==> config.mk <==
export PLATFORM = sky130hd
export DESIGN_NAME = mccpu_ctrl_hs
export DESIGN_NICKNAME = d
export VERILOG_FILES = /design/src/rtl/mccpu_ctrl_pkg.sv /design/src/rtl/mccpu_decode.sv /design/src/rtl/mccpu_ctrl_hs.sv
export SDC_FILE = /design/constraint.sdc
export NUM_CORES = 1
export LEC_CHECK = 0
export ABC_AREA = 1
export CAP_MARGIN = 30
export CORE_UTILIZATION = 40
export CTS_CLUSTER_DIAMETER = 60
export DETAILED_ROUTE_END_ITERATION = 10
export GPL_TIMING_DRIVEN = 0
export PLACE_DENSITY_LB_ADDON = 0.05
export SKIP_LAST_GASP = 1
export SLEW_MARGIN = 20
export SYNTH_ARGS = -nofsm -noshare
export SYNTH_HDL_FRONTEND = slang
export SYNTH_SLANG_ARGS = --single-unit
export TNS_END_PERCENT = 1
==> constraint.sdc <==
create_clock -name clk -period 3 [get_ports clk]
set_clock_uncertainty 0.05 [all_clocks]
set_input_delay 0.6 -clock clk [delete_from_list [all_inputs] [get_ports clk]]
set_output_delay 0.6 -clock clk [all_outputs]
set_load 0.02 [all_outputs]
==> src/rtl/mccpu_ctrl_pkg.sv <==
// Shared encodings for the multicycle control unit: states, ALU codes, mux selects,
// opcode/funct values and the decoded-instruction flag bundle.
package mccpu_ctrl_pkg;

    localparam logic [2:0] StIf   = 3'd0;
    localparam logic [2:0] StId   = 3'd1;
    localparam logic [2:0] StExe  = 3'd2;
    localparam logic [2:0] StMem  = 3'd3;
    localparam logic [2:0] StWb   = 3'd4;
    localparam logic [2:0] StTrap = 3'd5;

    localparam logic [3:0] AluNop  = 4'd0;
    localparam logic [3:0] AluAdd  = 4'd1;
    localparam logic [3:0] AluSub  = 4'd2;
    localparam logic [3:0] AluAnd  = 4'd3;
    localparam logic [3:0] AluOr   = 4'd4;
    localparam logic [3:0] AluSlt  = 4'd5;
    localparam logic [3:0] AluSltu = 4'd6;
    localparam logic [3:0] AluSll  = 4'd7;
    localparam logic [3:0] AluNor  = 4'd8;
    localparam logic [3:0] AluLui  = 4'd9;
    localparam logic [3:0] AluSrl  = 4'd10;

    localparam logic [2:0] PcAlu    = 3'd0;
    localparam logic [2:0] PcAluOut = 3'd1;
    localparam logic [2:0] PcJump   = 3'd2;
    localparam logic [2:0] PcRs     = 3'd3;
    localparam logic [2:0] PcExc    = 3'd4;

    localparam logic [1:0] GprRd = 2'd0;
    localparam logic [1:0] GprRt = 2'd1;
    localparam logic [1:0] GprRa = 2'd2;

    localparam logic [1:0] WdAlu = 2'd0;
    localparam logic [1:0] WdMem = 2'd1;
    localparam logic [1:0] WdPc  = 2'd2;

    localparam logic [1:0] SrcAPc    = 2'd0;
    localparam logic [1:0] SrcARs    = 2'd1;
    localparam logic [1:0] SrcAShamt = 2'd2;

    localparam logic [1:0] SrcBRt   = 2'd0;
    localparam logic [1:0] SrcBFour = 2'd1;
    localparam logic [1:0] SrcBImm  = 2'd2;
    localparam logic [1:0] SrcBBr   = 2'd3;

    localparam logic [5:0] OpRtype = 6'h00;
    localparam logic [5:0] OpJ     = 6'h02;
    localparam logic [5:0] OpJal   = 6'h03;
    localparam logic [5:0] OpBeq   = 6'h04;
    localparam logic [5:0] OpBne   = 6'h05;
    localparam logic [5:0] OpAddi  = 6'h08;
    localparam logic [5:0] OpSlti  = 6'h0A;
    localparam logic [5:0] OpAndi  = 6'h0C;
    localparam logic [5:0] OpOri   = 6'h0D;
    localparam logic [5:0] OpLui   = 6'h0F;
    localparam logic [5:0] OpLw    = 6'h23;
    localparam logic [5:0] OpSw    = 6'h2B;

    localparam logic [5:0] FnSll  = 6'h00;
    localparam logic [5:0] FnSrl  = 6'h02;
    localparam logic [5:0] FnSllv = 6'h04;
    localparam logic [5:0] FnSrlv = 6'h06;
    localparam logic [5:0] FnJr   = 6'h08;
    localparam logic [5:0] FnJalr = 6'h09;
    localparam logic [5:0] FnAdd  = 6'h20;
    localparam logic [5:0] FnAddu = 6'h21;
    localparam logic [5:0] FnSub  = 6'h22;
    localparam logic [5:0] FnSubu = 6'h23;
    localparam logic [5:0] FnAnd  = 6'h24;
    localparam logic [5:0] FnOr   = 6'h25;
    localparam logic [5:0] FnNor  = 6'h27;
    localparam logic [5:0] FnSlt  = 6'h2A;
    localparam logic [5:0] FnSltu = 6'h2B;

    typedef struct packed {
        logic add;
        logic addu;
        logic sub;
        logic subu;
        logic r_and;
        logic r_or;
        logic r_nor;
        logic slt;
        logic sltu;
        logic sll;
        logic srl;
        logic sllv;
        logic srlv;
        logic jr;
        logic jalr;
        logic addi;
        logic andi;
        logic ori;
        logic slti;
        logic lui;
        logic lw;
        logic sw;
        logic beq;
        logic bne;
        logic j;
        logic jal;
    } instr_t;

endpackage

==> src/rtl/mccpu_decode.sv <==
// Combinational instruction decoder: one flag per supported instruction, plus valid
// when any flag is set.
module mccpu_decode
    import mccpu_ctrl_pkg::*;
(
    input  logic [5:0] op_i,
    input  logic [5:0] funct_i,
    output instr_t     instr_o,
    output logic       valid_o
);

    logic rtype;

    always_comb begin
        rtype         = (op_i == OpRtype);
        instr_o       = '0;
        instr_o.add   = rtype && (funct_i == FnAdd);
        instr_o.addu  = rtype && (funct_i == FnAddu);
        instr_o.sub   = rtype && (funct_i == FnSub);
        instr_o.subu  = rtype && (funct_i == FnSubu);
        instr_o.r_and = rtype && (funct_i == FnAnd);
        instr_o.r_or  = rtype && (funct_i == FnOr);
        instr_o.r_nor = rtype && (funct_i == FnNor);
        instr_o.slt   = rtype && (funct_i == FnSlt);
        instr_o.sltu  = rtype && (funct_i == FnSltu);
        instr_o.sll   = rtype && (funct_i == FnSll);
        instr_o.srl   = rtype && (funct_i == FnSrl);
        instr_o.sllv  = rtype && (funct_i == FnSllv);
        instr_o.srlv  = rtype && (funct_i == FnSrlv);
        instr_o.jr    = rtype && (funct_i == FnJr);
        instr_o.jalr  = rtype && (funct_i == FnJalr);
        instr_o.addi  = (op_i == OpAddi);
        instr_o.andi  = (op_i == OpAndi);
        instr_o.ori   = (op_i == OpOri);
        instr_o.slti  = (op_i == OpSlti);
        instr_o.lui   = (op_i == OpLui);
        instr_o.lw    = (op_i == OpLw);
        instr_o.sw    = (op_i == OpSw);
        instr_o.beq   = (op_i == OpBeq);
        instr_o.bne   = (op_i == OpBne);
        instr_o.j     = (op_i == OpJ);
        instr_o.jal   = (op_i == OpJal);
        valid_o       = |instr_o;
    end

endmodule

==> src/rtl/mccpu_ctrl_hs.sv <==
// Multicycle MIPS-subset control FSM with variable-latency memory handshake and an
// illegal-instruction trap state.
module mccpu_ctrl_hs
    import mccpu_ctrl_pkg::*;
#(
    parameter int unsigned ALUOP_W = 4,
    parameter bit          MEM_HS  = 1'b1,
    parameter bit          TRAP_EN = 1'b1
) (
    input  logic               clk,
    input  logic               rst,
    input  logic               zero_i,
    input  logic [5:0]         op_i,
    input  logic [5:0]         funct_i,
    input  logic               mem_ready_i,
    output logic               reg_write_o,
    output logic               mem_write_o,
    output logic               mem_read_o,
    output logic               pc_write_o,
    output logic               ir_write_o,
    output logic               epc_write_o,
    output logic               ext_op_o,
    output logic [1:0]         alu_src_a_o,
    output logic [1:0]         alu_src_b_o,
    output logic [ALUOP_W-1:0] alu_op_o,
    output logic [2:0]         pc_source_o,
    output logic [1:0]         gpr_sel_o,
    output logic [1:0]         wd_sel_o,
    output logic               i_or_d_o,
    output logic               illegal_o,
    output logic [2:0]         state_o
);

    logic [2:0] state_q, state_d;
    logic       illegal_q;
    instr_t     instr;
    logic       valid;
    logic       ready;
    logic       is_imm;
    logic [3:0] exe_alu_op;
    logic [3:0] alu_code;

    mccpu_decode u_decode (
        .op_i    (op_i),
        .funct_i (funct_i),
        .instr_o (instr),
        .valid_o (valid)
    );

    assign ready  = MEM_HS ? mem_ready_i : 1'b1;
    assign is_imm = instr.addi | instr.andi | instr.ori | instr.slti | instr.lui;

    always_comb begin
        exe_alu_op = AluNop;
        if (instr.add || instr.addu || instr.addi || instr.lw || instr.sw) begin
            exe_alu_op = AluAdd;
        end else if (instr.sub || instr.subu || instr.beq || instr.bne) begin
            exe_alu_op = AluSub;
        end else if (instr.r_and || instr.andi) begin
            exe_alu_op = AluAnd;
        end else if (instr.r_or || instr.ori) begin
            exe_alu_op = AluOr;
        end else if (instr.r_nor) begin
            exe_alu_op = AluNor;
        end else if (instr.slt || instr.slti) begin
            exe_alu_op = AluSlt;
        end else if (instr.sltu) begin
            exe_alu_op = AluSltu;
        end else if (instr.sll || instr.sllv) begin
            exe_alu_op = AluSll;
        end else if (instr.srl || instr.srlv) begin
            exe_alu_op = AluSrl;
        end else if (instr.lui) begin
            exe_alu_op = AluLui;
        end
    end

    // While rst is high the case is skipped, so strobes are 0 and selects sit at defaults.
    always_comb begin
        state_d     = StIf;
        reg_write_o = 1'b0;
        mem_write_o = 1'b0;
        mem_read_o  = 1'b0;
        pc_write_o  = 1'b0;
        ir_write_o  = 1'b0;
        epc_write_o = 1'b0;
        ext_op_o    = 1'b1;
        alu_src_a_o = SrcARs;
        alu_src_b_o = SrcBRt;
        alu_code    = AluAdd;
        pc_source_o = PcAlu;
        gpr_sel_o   = GprRd;
        wd_sel_o    = WdAlu;
        i_or_d_o    = 1'b0;
        if (!rst) begin
            case (state_q)
                StIf: begin
                    mem_read_o  = 1'b1;
                    alu_src_a_o = SrcAPc;
                    alu_src_b_o = SrcBFour;
                    if (ready) begin
                        pc_write_o = 1'b1;
                        ir_write_o = 1'b1;
                        state_d    = StId;
                    end else begin
                        state_d = StIf;
                    end
                end
                StId: begin
                    if (instr.j || instr.jal) begin
                        pc_source_o = PcJump;
                        pc_write_o  = 1'b1;
                        if (instr.jal) begin
                            reg_write_o = 1'b1;
                            gpr_sel_o   = GprRa;
                            wd_sel_o    = WdPc;
                        end
                    end else if (instr.jr || instr.jalr) begin
                        pc_source_o = PcRs;
                        pc_write_o  = 1'b1;
                        if (instr.jalr) begin
                            reg_write_o = 1'b1;
                            gpr_sel_o   = GprRd;
                            wd_sel_o    = WdPc;
                        end
                    end else if (!valid) begin
                        state_d = TRAP_EN ? StTrap : StIf;
                    end else begin
                        alu_src_a_o = SrcAPc;
                        alu_src_b_o = SrcBBr;
                        state_d     = StExe;
                    end
                end
                StExe: begin
                    alu_code = exe_alu_op;
                    if (instr.beq || instr.bne) begin
                        pc_source_o = PcAluOut;
                        pc_write_o  = instr.beq ? zero_i : ~zero_i;
                    end else if (instr.lw || instr.sw) begin
                        alu_src_b_o = SrcBImm;
                        state_d     = StMem;
                    end else begin
                        if (instr.sll || instr.srl) begin
                            alu_src_a_o = SrcAShamt;
                        end
                        if (is_imm) begin
                            alu_src_b_o = SrcBImm;
                            ext_op_o    = ~(instr.andi | instr.ori);
                        end
                        state_d = StWb;
                    end
                end
                StMem: begin
                    i_or_d_o    = 1'b1;
                    mem_read_o  = instr.lw;
                    mem_write_o = instr.sw;
                    if (ready) begin
                        state_d = instr.lw ? StWb : StIf;
                    end else begin
                        state_d = StMem;
                    end
                end
                StWb: begin
                    reg_write_o = 1'b1;
                    if (instr.lw) begin
                        wd_sel_o = WdMem;
                    end
                    if (is_imm || instr.lw) begin
                        gpr_sel_o = GprRt;
                    end
                end
                StTrap: begin
                    epc_write_o = 1'b1;
                    pc_source_o = PcExc;
                    pc_write_o  = 1'b1;
                end
                default: ;
            endcase
        end
    end

    always_ff @(posedge clk or posedge rst) begin
        if (rst) begin
            state_q   <= StIf;
            illegal_q <= 1'b0;
        end else begin
            state_q   <= state_d;
            illegal_q <= (state_d == StTrap);
        end
    end

    assign alu_op_o  = ALUOP_W'(alu_code);
    assign illegal_o = illegal_q;
    assign state_o   = state_q;

endmodule

Word level (Yosys, flattened, before mapping)
Index checks and enable logic that the tools add are counted.
W data, S select, Z words.
- eq/ne operators: 31
- mux-type cells: 82
- bitwise gates (word level): 7
- reductions and logical operators: 37
- operator list (kind ; number):
    $eq A6 B6 Y1 const B ; 11
    $mux W4 ; 12
    $eq A6 B4 Y1 const B ; 7
    $mux W2 ; 20
    $mux W1 ; 32
    $mux W3 ; 9
    $reduce_or A26 Y1 ; 1
    $eq A6 B3 Y1 const B ; 4
    $eq A6 B2 Y1 const B ; 3
    $logic_or A1 B1 Y1 ; 18
    $logic_and A1 B1 Y1 ; 15
    $logic_not A6 Y1 ; 2
    $pmux W2 S3 ; 2
    $pmux W3 S4 ; 1
    $eq A3 B3 Y1 const B ; 3
    $pmux W3 S3 ; 1
    $pmux W2 S2 ; 2
    $eq A3 B2 Y1 const B ; 2
    $or A1 B1 Y1 ; 5
    $pmux W1 S2 ; 2
    $pmux W1 S4 ; 1
    $eq A3 B1 Y1 const B ; 1
    $logic_not A3 Y1 ; 1
    $not A1 Y1 ; 2
- register bits: 4
- bits of input ports: 16

Depth between registers and ports, before layout
Gate-level depths: netlist of run 1.
- depth after elaboration: 14
- gate-level depth with buffers: 11
- mapped depth without buffers: 11

Modules after synthesis
Synthesis of run 1 repeated with hierarchy kept, for this count alone.
- cell total of the unflattened synthesis: 246
- area total of the unflattened synthesis: 1291.2 sq um
- modules (own cells, without submodules) (module ; instances ; cells each ; area each (sq um) ; seq. area each (sq um)):
    mccpu_ctrl_hs ; 1 ; 128 ; 676.9 ; 100.1
    mccpu_decode ; 1 ; 118 ; 614.3 ; 0.0

Worst setup path after synthesis of run 1
No wires, ideal clock.
- kind: input port to output port
- start: in op_i[4]
- end: out alu_op_o[1]
- arrival time: 1.797 ns
- slack: 0.553 ns
- stages: 8
- path buffers: 1
- cells stage by stage: nor2_4 -> nand3_2 -> buf_6 -> nor2_4 -> nand2_2 -> o21ai_0 -> nor2_1 -> a31oi_1
- word-level cells in the longest chain between the ends: 14
- elaborated cells between the ends (all ways): 45
- classes of those cells: 8 x eq/ne; 11 x mux; 26 x reduce/logical
- ends and longest elaborated chain (item ; RTL line ; source):
    from (decl) ; mccpu_ctrl_hs.sv:13 ; input logic [5:0] op_i,
    $logic_not A6 Y1 ; mccpu_decode.sv:15 ; rtype = (op_i == OpRtype);
    $logic_and A1 B1 Y1, on equally long branches ; mccpu_decode.sv:27, mccpu_decode.sv:29 ;
    $logic_or A1 B1 Y1 ; mccpu_ctrl_hs.sv:71 ; end else if (instr.srl || instr.srlv) begin
    $mux W4 ; mccpu_ctrl_hs.sv:71 ;
    $mux W4 ; mccpu_ctrl_hs.sv:69 ; end else if (instr.sll || instr.sllv) begin
    $mux W4 ; mccpu_ctrl_hs.sv:67 ; end else if (instr.sltu) begin
    $mux W4 ; mccpu_ctrl_hs.sv:65 ; end else if (instr.slt || instr.slti) begin
    $mux W4 ; mccpu_ctrl_hs.sv:63 ; end else if (instr.r_nor) begin
    $mux W4 ; mccpu_ctrl_hs.sv:61 ; end else if (instr.r_or || instr.ori) begin
    $mux W4 ; mccpu_ctrl_hs.sv:59 ; end else if (instr.r_and || instr.andi) begin
    $mux W4 ; mccpu_ctrl_hs.sv:57 ; end else if (instr.sub || instr.subu || instr.beq || instr.bne) begin
    $mux W4 (*) ; mccpu_ctrl_hs.sv:55 ; if (instr.add || instr.addu || instr.addi || instr.lw || instr.sw) begin
    $mux W4 (*) ; mccpu_ctrl_hs.sv:96 ; case (state_q)
    $mux W4 (*) ; mccpu_ctrl_hs.sv:95 ; if (!rst) begin
    to (decl) ; mccpu_ctrl_hs.sv:25 ; output logic [ALUOP_W-1:0] alu_op_o,
Every way passes the cells marked *; elsewhere a longest branch is shown, timed or not.

Final worst setup path of run 1
- start: in op_i[0]
- end: out wd_sel_o[1]
- word-level cells in the longest chain between the ends: 7
- elaborated cells between the ends (all ways): 13
- classes of those cells: 2 x eq/ne; 6 x mux; 5 x reduce/logical
- ends and longest elaborated chain (item ; RTL line ; source):
    $logic_not A6 Y1 ; mccpu_decode.sv:15 ;
    $logic_and A1 B1 Y1, on equally long branches ; mccpu_decode.sv:31, mccpu_decode.sv:30 ;
    $mux W2 / $logic_or A1 B1 Y1 (equally long branches) ; mccpu_ctrl_hs.sv:121, mccpu_ctrl_hs.sv:118 ;
    $mux W2 ; mccpu_ctrl_hs.sv:118 ; end else if (instr.jr || instr.jalr) begin
    $mux W2 (*) ; mccpu_ctrl_hs.sv:110 ; if (instr.j || instr.jal) begin
    $pmux W2 S2 (*) ; mccpu_ctrl_hs.sv:96 ;
    $mux W2 (*) ; mccpu_ctrl_hs.sv:95 ;
    to (decl) ; mccpu_ctrl_hs.sv:28 ; output logic [1:0] wd_sel_o,
Marked as above.

==> results.md, run 1 <==
- Vias: 1361
- N_diodes: 0
- Critical Path Start: op_i[0]
- Largest net degree at the start of global routing: 11
- CORE AREA: 2280 sq um
- Fin Setup TNS: -2.24 ns
- Syn Area/Cell: 5.09 sq um
- Worst-path fanout max: 5
- Post-synth top cells: 45 x nor2_1, 38 x inv_1, 35 x nand2_1
- Routed len/inst: 11.2 microns
- WP data arrival: 2.60 ns
- First-pass GRT wire length: 4980 microns
- Post-Place Cells: 263
- Period Utilization, post-route: 108%
- CTS tree: built
- Worst r2r dst: state_o[1]
- Final net count: 258
- First-pass DRT Iterations: 4
- Maximum Capacitance Violations: 0
- Status: finished with violations
- CP startpoint kind: primary input
- Grt total ovfl: 0
- Fraction of layout cells with a size suffix above 1: 10.0%
- H-Tree Depth: 1
- Fin. max-slew vios: 0
- DR DRC count: 0
- Post-cts hold buffer count: 0
- Vias in the first global route: 1227
- Yosys cell types: 27
- Final HPWL DP: 2510 microns
- Area contributors post-synth: nor2_1 17%, inv_1 14%, nand2_1 13%, nand3_1 11%, dfrtp_1 10%
- Worst-Margin Slew: 0.379 ns
- Seq cells post-synth: 4
- Count of final setup violators: 17
- Final hold vios: 0
- Top FF cell, synth: dfrtp_1
- Antenna violations before repair: 0
- CTS root buf: clkbuf_4
- RSZ-0062 raised after global routing: yes
- Worst-path clk slew: 0.04 ns
- Leakage: 0.752 nW
- Routed vias/inst: 5.08
- DR iter-0 viols: 46
- FF-to-FF setup slack: 1.49 ns
- Hold_ws: 0.367 ns
- Mapped Cells: 194
- DIE AREA: 2670 sq um
- Pre-CTS setup slack: -0.528 ns
- Post-route insts no fill: 268
- Routed WL: 2990 microns
- Critical Path Sink Type: primary output
- I/O pin count: 43
- Critical Path RT: 2.35 ns
- Worst reg2reg path depth: 8
- Sequential area share after synthesis: 10.1%
- P per Cell Area: 187 nW/um^2
- Worst setup margin: -0.249 ns
- Num CTS Buffers: 3
- Post-synth EDFFs: 0
- Placer Congestion: 0.924
- FP Rows: 17
- Reg-to-reg startpoint: state_o[0]
- Worst-Skew Late Latency: 0.22 ns
- Die height: 51.7 microns
- Sink Count: 4
- Async SR Flop Fraction: 100%
- Max IR drop VDD: 221 uV
- Share of the synthesized area in the top cell type: 17.1%
- Area growth, synth to finish: 47.8%
- CTS Buffer Depth: 2
- FMAX: 0.308 GHz
- Tightest Hold Check Type: primary input to asynchronous set/reset pin
- Failing checks: negative setup slack
- Final min period: 3.25 ns
- Die width: 51.7 microns
- Post-Syn Nets: 210
- Crit path kind: primary input to primary output
- Synth Warn #: 0
- Mapped Area: 987 sq um
- Synth area leader: nor2_1
- Core Util, Final: 64.1%
- Slew margin rel.: 74.7%
- GRT Overall Usage: 24.2%
- Most common cell in the netlist: nor2_1
- Final antenna-violating net count: 0
- Count of input and output buffers: 41
- Starting Density: 43.4%
## sequential cells by signal, summed over array words and instances (netlist names)
register	cells
illegal_o	1
state_o	3
## what timing repair did
action,in CTS,in global routing
pin swaps,2,0
endpoints found under the setup margin,19,19
buffers inserted,2,0
gates resized for setup,12,6
## critical path: stages
cell,delay (ns)
clkdlybuf4s50_1,0.53
nor2_2,0.23
nand3_2,0.11
inv_1,0.15
nand3_1,0.12
nand2_1,0.08
nand2_1,0.07
nor2_1,0.10
clkdlybuf4s50_1,0.61
## cell families (layout without fill, tap and decap cells)
family,count (synthesis),after routing,share of synthesized area (%)
AND/OR/NAND/NOR,129,129,62.4
flip-flops,4,4,10.1
AO/OA/AOI/OAI,19,19,10.3
XOR/XNOR,1,1,0.887
buffers and inverters,41,87,16.4
## cell type report
class	count	area, sq um
Multi-Input combinational cell	149	731
Fill cell	234	817
Inverter	38	143
Sequential cell	4	100
Clock buffer	3	22.5
Tap cell	28	35.0
Buffer	3	18.8
Timing Repair Buffer	43	409
## power breakdown
group          total (mW)  internal, mW  leakage [nW]  switching (mW)
clock network      0.0629        0.0445        0.0138          0.0183
logic               0.148        0.0582         0.684          0.0897
registers          0.0618        0.0578        0.0543         0.00403
total               0.273         0.161         0.752           0.112
## per-stage QoR
step           power, mW  cell area, sq um
5_1_grt            0.295              1460
6_report           0.273              1460
4_1_cts            0.275              1460
3_3_place_gp       0.209              1430
2_1_floorplan      0.147               987
3_5_place_dp       0.211              1430
## metal layers
layer	track usage [%]	vias up	wire [microns]
li1	-	705	-
met1	32.6	607	1370
met4	5.86	0	0
met3	2.05	0	151
met2	41.6	49	1470
met5	0	-	0
## worst max-delay path by stage
stage	slack [ns]	to
after floorplan	0.55	alu_op_o[1]
after global placement	-0.52	alu_src_b_o[1]
after detailed placement	-0.53	alu_src_b_o[1]
after CTS	-0.26	alu_src_b_o[1]
after global routing	-0.33	ext_op_o
final	-0.25	wd_sel_o[1]
## placed cells by master, fill, tap and decap left out
cell / count
nor4_4: 1
clkdlybuf4s50_1: 28
o21ai_0: 7
nand2_1: 35
clkbuf_2: 2
inv_1: 38
nor3_2: 2
nor3_1: 3
nor2_4: 2
buf_6: 1
nand3_1: 22
a21oi_1: 7
nor4b_1: 1
nor2_2: 7
clkbuf_4: 3
o21ai_1: 1
dfrtp_1: 4
nor2_1: 45
or3_1: 1
nor4_1: 1
o22ai_1: 1
nand4_1: 3
clkbuf_1: 2
nor3b_1: 1
a31oi_1: 2
dlygate4sd2_1: 9
o21a_1: 1
nand2_2: 2
nand3b_1: 1
buf_4: 2
nand3_2: 2
xnor2_1: 1
dlymetal6s2s_1: 2
No activity file was read; power rests on OpenSTA's default activity.
==> run 2, diff against run 1 <==
--- a/config.mk
+++ b/config.mk
@@ -11,10 +11,11 @@
 export CTS_CLUSTER_DIAMETER = 60
 export DETAILED_ROUTE_END_ITERATION = 10
 export GPL_TIMING_DRIVEN = 0
+export HOLD_SLACK_MARGIN = 0.02
 export PLACE_DENSITY_LB_ADDON = 0.05
 export SKIP_LAST_GASP = 1
 export SLEW_MARGIN = 20
 export SYNTH_ARGS = -nofsm -noshare
 export SYNTH_HDL_FRONTEND = slang
 export SYNTH_SLANG_ARGS = --single-unit
-export TNS_END_PERCENT = 1
+export TNS_END_PERCENT = 30
==> run 2 against run 1 <==
The flow still finishes with violations (negative setup slack). Register-to-register slack lost 0.03 ns. Sequential power barely moved. Design area is 5.1% higher. Worst hold slack improved by 0.00079 ns. Combinational power is 5% higher. Maximum frequency increased by 7.6%. Sequential share of layout area fell by 0.33 points. Non-clock buffer count increased by 2. Count of clock-buffer cells in the layout unchanged. Critical endpoint is now alu_op_o[2].
==> results.md, run 2 (synthesis gave the netlist of run 1 again) <==
- Largest register FFs: 3
- Critical Path RT: 2.35 ns
- Starting Density: 43.4%
- Sink Count: 4
- CP Cell Sequence: clkdlybuf4s50_1, inv_1, nand2_1, nor3_1, nand3_1, o21ai_0, a21oi_1, nand4_1, nand2_1, inv_1, dlygate4sd2_1
- DR iter-0 viols: 36
- DR DRC count: 0
- Num CTS Buffers: 3
- FF-to-FF setup slack: 1.46 ns
- Maximum Capacitance Violations: 0
- Leakage: 0.821 nW
- Final min period: 3.02 ns
- First-pass GRT wire length: 5060 microns
- Worst setup margin: -0.0187 ns
- Final total power: 0.280 mW
- Failing checks: negative setup slack
- DP Area: 1430 sq um
- Fin Setup TNS: -0.0187 ns
- CORE AREA: 2280 sq um
- Worst reg2reg path depth: 8
- Area growth, synth to finish: 55.3%
- Reg-to-reg startpoint: state_o[0]
- Worst r2r dst: state_o[1]
- Max IR drop VDD: 223 uV
- Routed vias/inst: 5.08
- Antenna violations before repair: 0
- Routed WL: 3160 microns
- GRT Overall Usage: 24.6%
- Slowest Stage Delay on Critical Path: 0.45 ns
- Critical Path Sink Type: primary output
- Grt total ovfl: 0
- N_diodes: 0
- Post-route insts no fill: 270
- Vias: 1371
- Final hold vios: 0
- Fraction of layout cells with a size suffix above 1: 16.1%
- Commonest non-fill, non-tap cell in the layout: nor2_1
- FP Rows: 17
- Worst-path fanout max: 3
- Commonest cells after routing, fill and taps aside: 38 x nor2_1, 37 x inv_1, 34 x nand2_1
- Slew margin rel.: 74.8%
- Core Util, Final: 67.3%
- CTS root buf: clkbuf_4
- H-Tree Depth: 1
- Die height: 51.7 microns
- Crit path kind: primary input to primary output
- CP startpoint kind: primary input
- Post-Place Cells: 263
- CP max stage cell: clkdlybuf4s50_1
- Routed len/inst: 11.7 microns
- Count of final setup violators: 1
- DIE AREA: 2670 sq um
- FMAX: 0.331 GHz
- Final antenna-violating net count: 0
- Worst-Margin Slew: 0.379 ns
- Design area: 1530 sq um
- CTS Buffer Depth: 2
- RSZ-0062 raised after global routing: yes
- First-pass DRT Iterations: 4
- WP data arrival: 2.37 ns
- Tightest Hold Check Type: primary input to asynchronous set/reset pin
- Die width: 51.7 microns
- Final net count: 260
- Placer Congestion: 0.924
- Worst-Skew Late Latency: 0.22 ns
- CTS tree: built
- Worst-path clk slew: 0.04 ns
- Vias in the first global route: 1263
- P per Cell Area: 183 nW/um^2
- Pre-CTS setup slack: -0.528 ns
- Period Utilization, post-route: 101%
- Fin. max-slew vios: 0
- Status: finished with violations
- Count of input and output buffers: 41
- Final HPWL DP: 2510 microns
- I/O pin count: 43
- Largest net degree at the start of global routing: 11
- Hold_ws: 0.367 ns
-- run 2: power by group --
group	internal (mW)	switching, mW
Combinational	0.0607	0.0949
Clock	0.0445	0.0184
Sequential	0.0578	0.00407
-- run 2: per-layer routing --
metal	vias to the layer above	share of wire [%]	global-route usage, %
li1	711	-	-
met1	611	45	32.6
met2	49	50	42.0
met3	0	4.8	2.34
met4	0	0	6.76
met5	-	0	0
-- run 2: how the worst max path moves through the flow --
stage | cells past startpoint | endpoint | slack [ns] | start
after floorplan | 8 | alu_op_o[1] | 0.55 | op_i[4]
after global placement | 11 | alu_src_b_o[1] | -0.52 | op_i[4]
after detailed placement | 11 | alu_src_b_o[1] | -0.53 | op_i[4]
after CTS | 8 | pc_source_o[1] | -0.16 | funct_i[3]
after global routing | 11 | alu_op_o[2] | -0.16 | funct_i[2]
final | 11 | alu_op_o[2] | -0.02 | funct_i[2]
-- run 2: timing repair --
action,CTS,global route
hold buffers,0,0
resized for setup,30,22
pin swaps,4,3
setup buffers,3,1
endpoints found under the setup margin,19,19
-- run 2: layout make-up --
cell class / count / area, sq um
buffer: 3 / 18.8
clock buffer: 3 / 22.5
fill: 216 / 743
inverter: 38 / 143
multi-input combinational: 149 / 772
sequential: 4 / 100
tap: 28 / 35.0
timing repair buffer: 45 / 442
-- run 2: worst max-delay path: cells and delay by family --
kind	cells	cell delay (ns)
buffers and inverters	4	0.93
AO/OA/AOI/OAI	2	0.26
AND/OR/NAND/NOR	5	0.58
==> run 3, diff against run 2 <==
==> constraint.sdc (replaced) <==
create_clock -name clk -period 3 [get_ports clk]
set_clock_uncertainty 0.05 [all_clocks]
set_input_delay 0.45 -clock clk [delete_from_list [all_inputs] [get_ports clk]]
set_output_delay 0.45 -clock clk [all_outputs]
set_load 0.02 [all_outputs]
==> run 3 against run 2 <==
The flow still finishes with violations (negative setup slack). Flip-flop and latch count did not move. Non-clock buffer count fell by 1. Sequential power is essentially flat. Critical path type unchanged. Largest cell class unchanged.
==> results.md, run 3 (synthesis gave the netlist of run 1 again) <==
- Status: finished with violations
- Failing checks: negative setup slack
- Hold_ws: 0.215 ns
- Tightest Hold Check Type: primary input to asynchronous set/reset pin
- FP Rows: 17
- N_diodes: 0
- Reg-to-reg startpoint: state_o[0]
- Leakage: 0.779 nW
- DR DRC count: 0
- Sink Count: 4
- Fin. max-slew vios: 0
- Largest net degree at the start of global routing: 11
- Vias: 1380
- Die height: 51.7 microns
- CTS Buffer Depth: 2
- I/O pin count: 43
- Worst-path clk slew: 0.04 ns
- Routed WL: 3020 microns
- Worst-Margin Slew: 0.379 ns
- Commonest non-fill, non-tap cell in the layout: nor2_1
- Buffers and inverters on the worst path: 5
- H-Tree Depth: 1
- Routed vias/inst: 5.13
- Final net count: 259
- Fraction of layout cells with a size suffix above 1: 10.4%
- Most numerous cell on the critical path: inv_1
- RSZ-0062 raised after global routing: yes
- CTS root buf: clkbuf_4
- FMAX: 0.326 GHz
- Period Utilization, post-route: 102%
- Antenna violations before repair: 0
- Num CTS Buffers: 3
- Starting Density: 43.4%
- Commonest cells after routing, fill and taps aside: 44 x nor2_1, 38 x inv_1, 34 x nand2_1
- Post-route insts no fill: 269
- GRT Overall Usage: 23.9%
- Vias in the first global route: 1207
- Count of input and output buffers: 41
- CP max stage cell: clkdlybuf4s50_1
- CORE AREA: 2280 sq um
- Slew margin rel.: 74.7%
- P per Cell Area: 184 nW/um^2
- Fin Setup TNS: -0.0847 ns
- Final hold vios: 0
- CTS tree: built
- Worst-Skew Late Latency: 0.22 ns
- Slowest Stage Delay on Critical Path: 0.66 ns
- Crit path kind: primary input to primary output
- Final antenna-violating net count: 0
- Count of final setup violators: 3
- Area growth, synth to finish: 52.3%
- Largest register FFs: 3
- Placer Congestion: 0.924
- Final min period: 3.07 ns
- Family with the most delay on the worst path: buffers and inverters
- Worst setup margin: -0.0720 ns
- WP data arrival: 2.57 ns
- Worst-path fanout max: 7
- Fill cell count: 221
- Grt total ovfl: 0
- Critical Path Start: funct_i[1]
- Max IR drop VDD: 223 uV
- Post-Place Cells: 263
- Routed len/inst: 11.2 microns
- Final HPWL DP: 2510 microns
- First-pass DRT Iterations: 4
- Maximum Capacitance Violations: 0
- DIE AREA: 2670 sq um
- First-pass GRT wire length: 4910 microns
- Die width: 51.7 microns
- CP startpoint kind: primary input
- Critical Path Sink Type: primary output
- Critical Path RT: 2.50 ns
- DR iter-0 viols: 50
- CP Cell Sequence: clkdlybuf4s50_1, inv_1, nor2_1, nand3_1, o21ai_0, inv_1, nand4_1, nand2_1, inv_1, clkdlybuf4s50_1
## run 3: metrics by stage
step	utilization, %	power [mW]	setup WS, ns	instance area [sq um]
3_3_place_gp	62.9	0.209	-0.223	1430
2_1_floorplan	-	0.147	0.853	987
6_report	66.1	0.277	-0.0720	1500
5_1_grt	66.1	0.299	-0.247	1500
4_1_cts	63.8	0.275	-0.143	1450
3_5_place_dp	62.9	0.211	-0.228	1430
## run 3: layout make-up
type | count | area [sq um] | area share, %
multi-input combinational | 149 | 741 | 49.3
timing repair buffer | 44 | 444 | 29.5
inverter | 38 | 143 | 9.48
sequential | 4 | 100 | 6.66
tap | 28 | 35.0 | 2.33
clock buffer | 3 | 22.5 | 1.50
buffer | 3 | 18.8 | 1.25
## run 3: layer usage
metal / vias to the layer above / global-route usage (%) / part of all wire [%] / routed length, microns
met5: - / 0 / 0 / 0
met3: 0 / 2.05 / 4.4 / 134
li1: 707 / - / - / -
met1: 623 / 32.4 / 46 / 1390
met2: 50 / 40.7 / 50 / 1500
met4: 0 / 5.86 / 0 / 0
## run 3: path summary, 6_finish.rpt
| check | end | slack [ns] | cells past startpoint |
|---|---|---|---|
| min reg2reg | illegal_o | 0.87 | 5 |
| max in group asynchronous | state_o[1] | 2.49 | 2 |
| min | state_o[0] | 0.21 | 2 |
| min in group clk | state_o[0] | 0.76 | 4 |
| max | alu_op_o[2] | -0.07 | 10 |
| max reg2reg | state_o[1] | 1.48 | 8 |
## run 3: report_power, final
group / switching, mW / internal (mW) / total [mW]
Sequential: 0.00404 / 0.0578 / 0.0618
Clock: 0.0183 / 0.0445 / 0.0629
Combinational: 0.0911 / 0.0611 / 0.152
Total: 0.113 / 0.163 / 0.277
## run 3: worst register-to-register path, delay by kind of cell, from the launching register on
| kind | cells | cell delay, ns |
|---|---|---|
| buf+inv | 3 | 0.21 |
| simple gates | 4 | 0.63 |
| flops | 1 | 0.37 |
| compound gates | 1 | 0.17 |
## run 3: timing repair
item / 4_1_cts / 5_1_grt
endpoints found under the setup margin: 10 / 18
hold endpoints to repair: 0 / 0
setup buffers: 0 / 3
gates resized for setup: 3 / 10
hold buffers: 0 / 0
pin swaps: 0 / 1
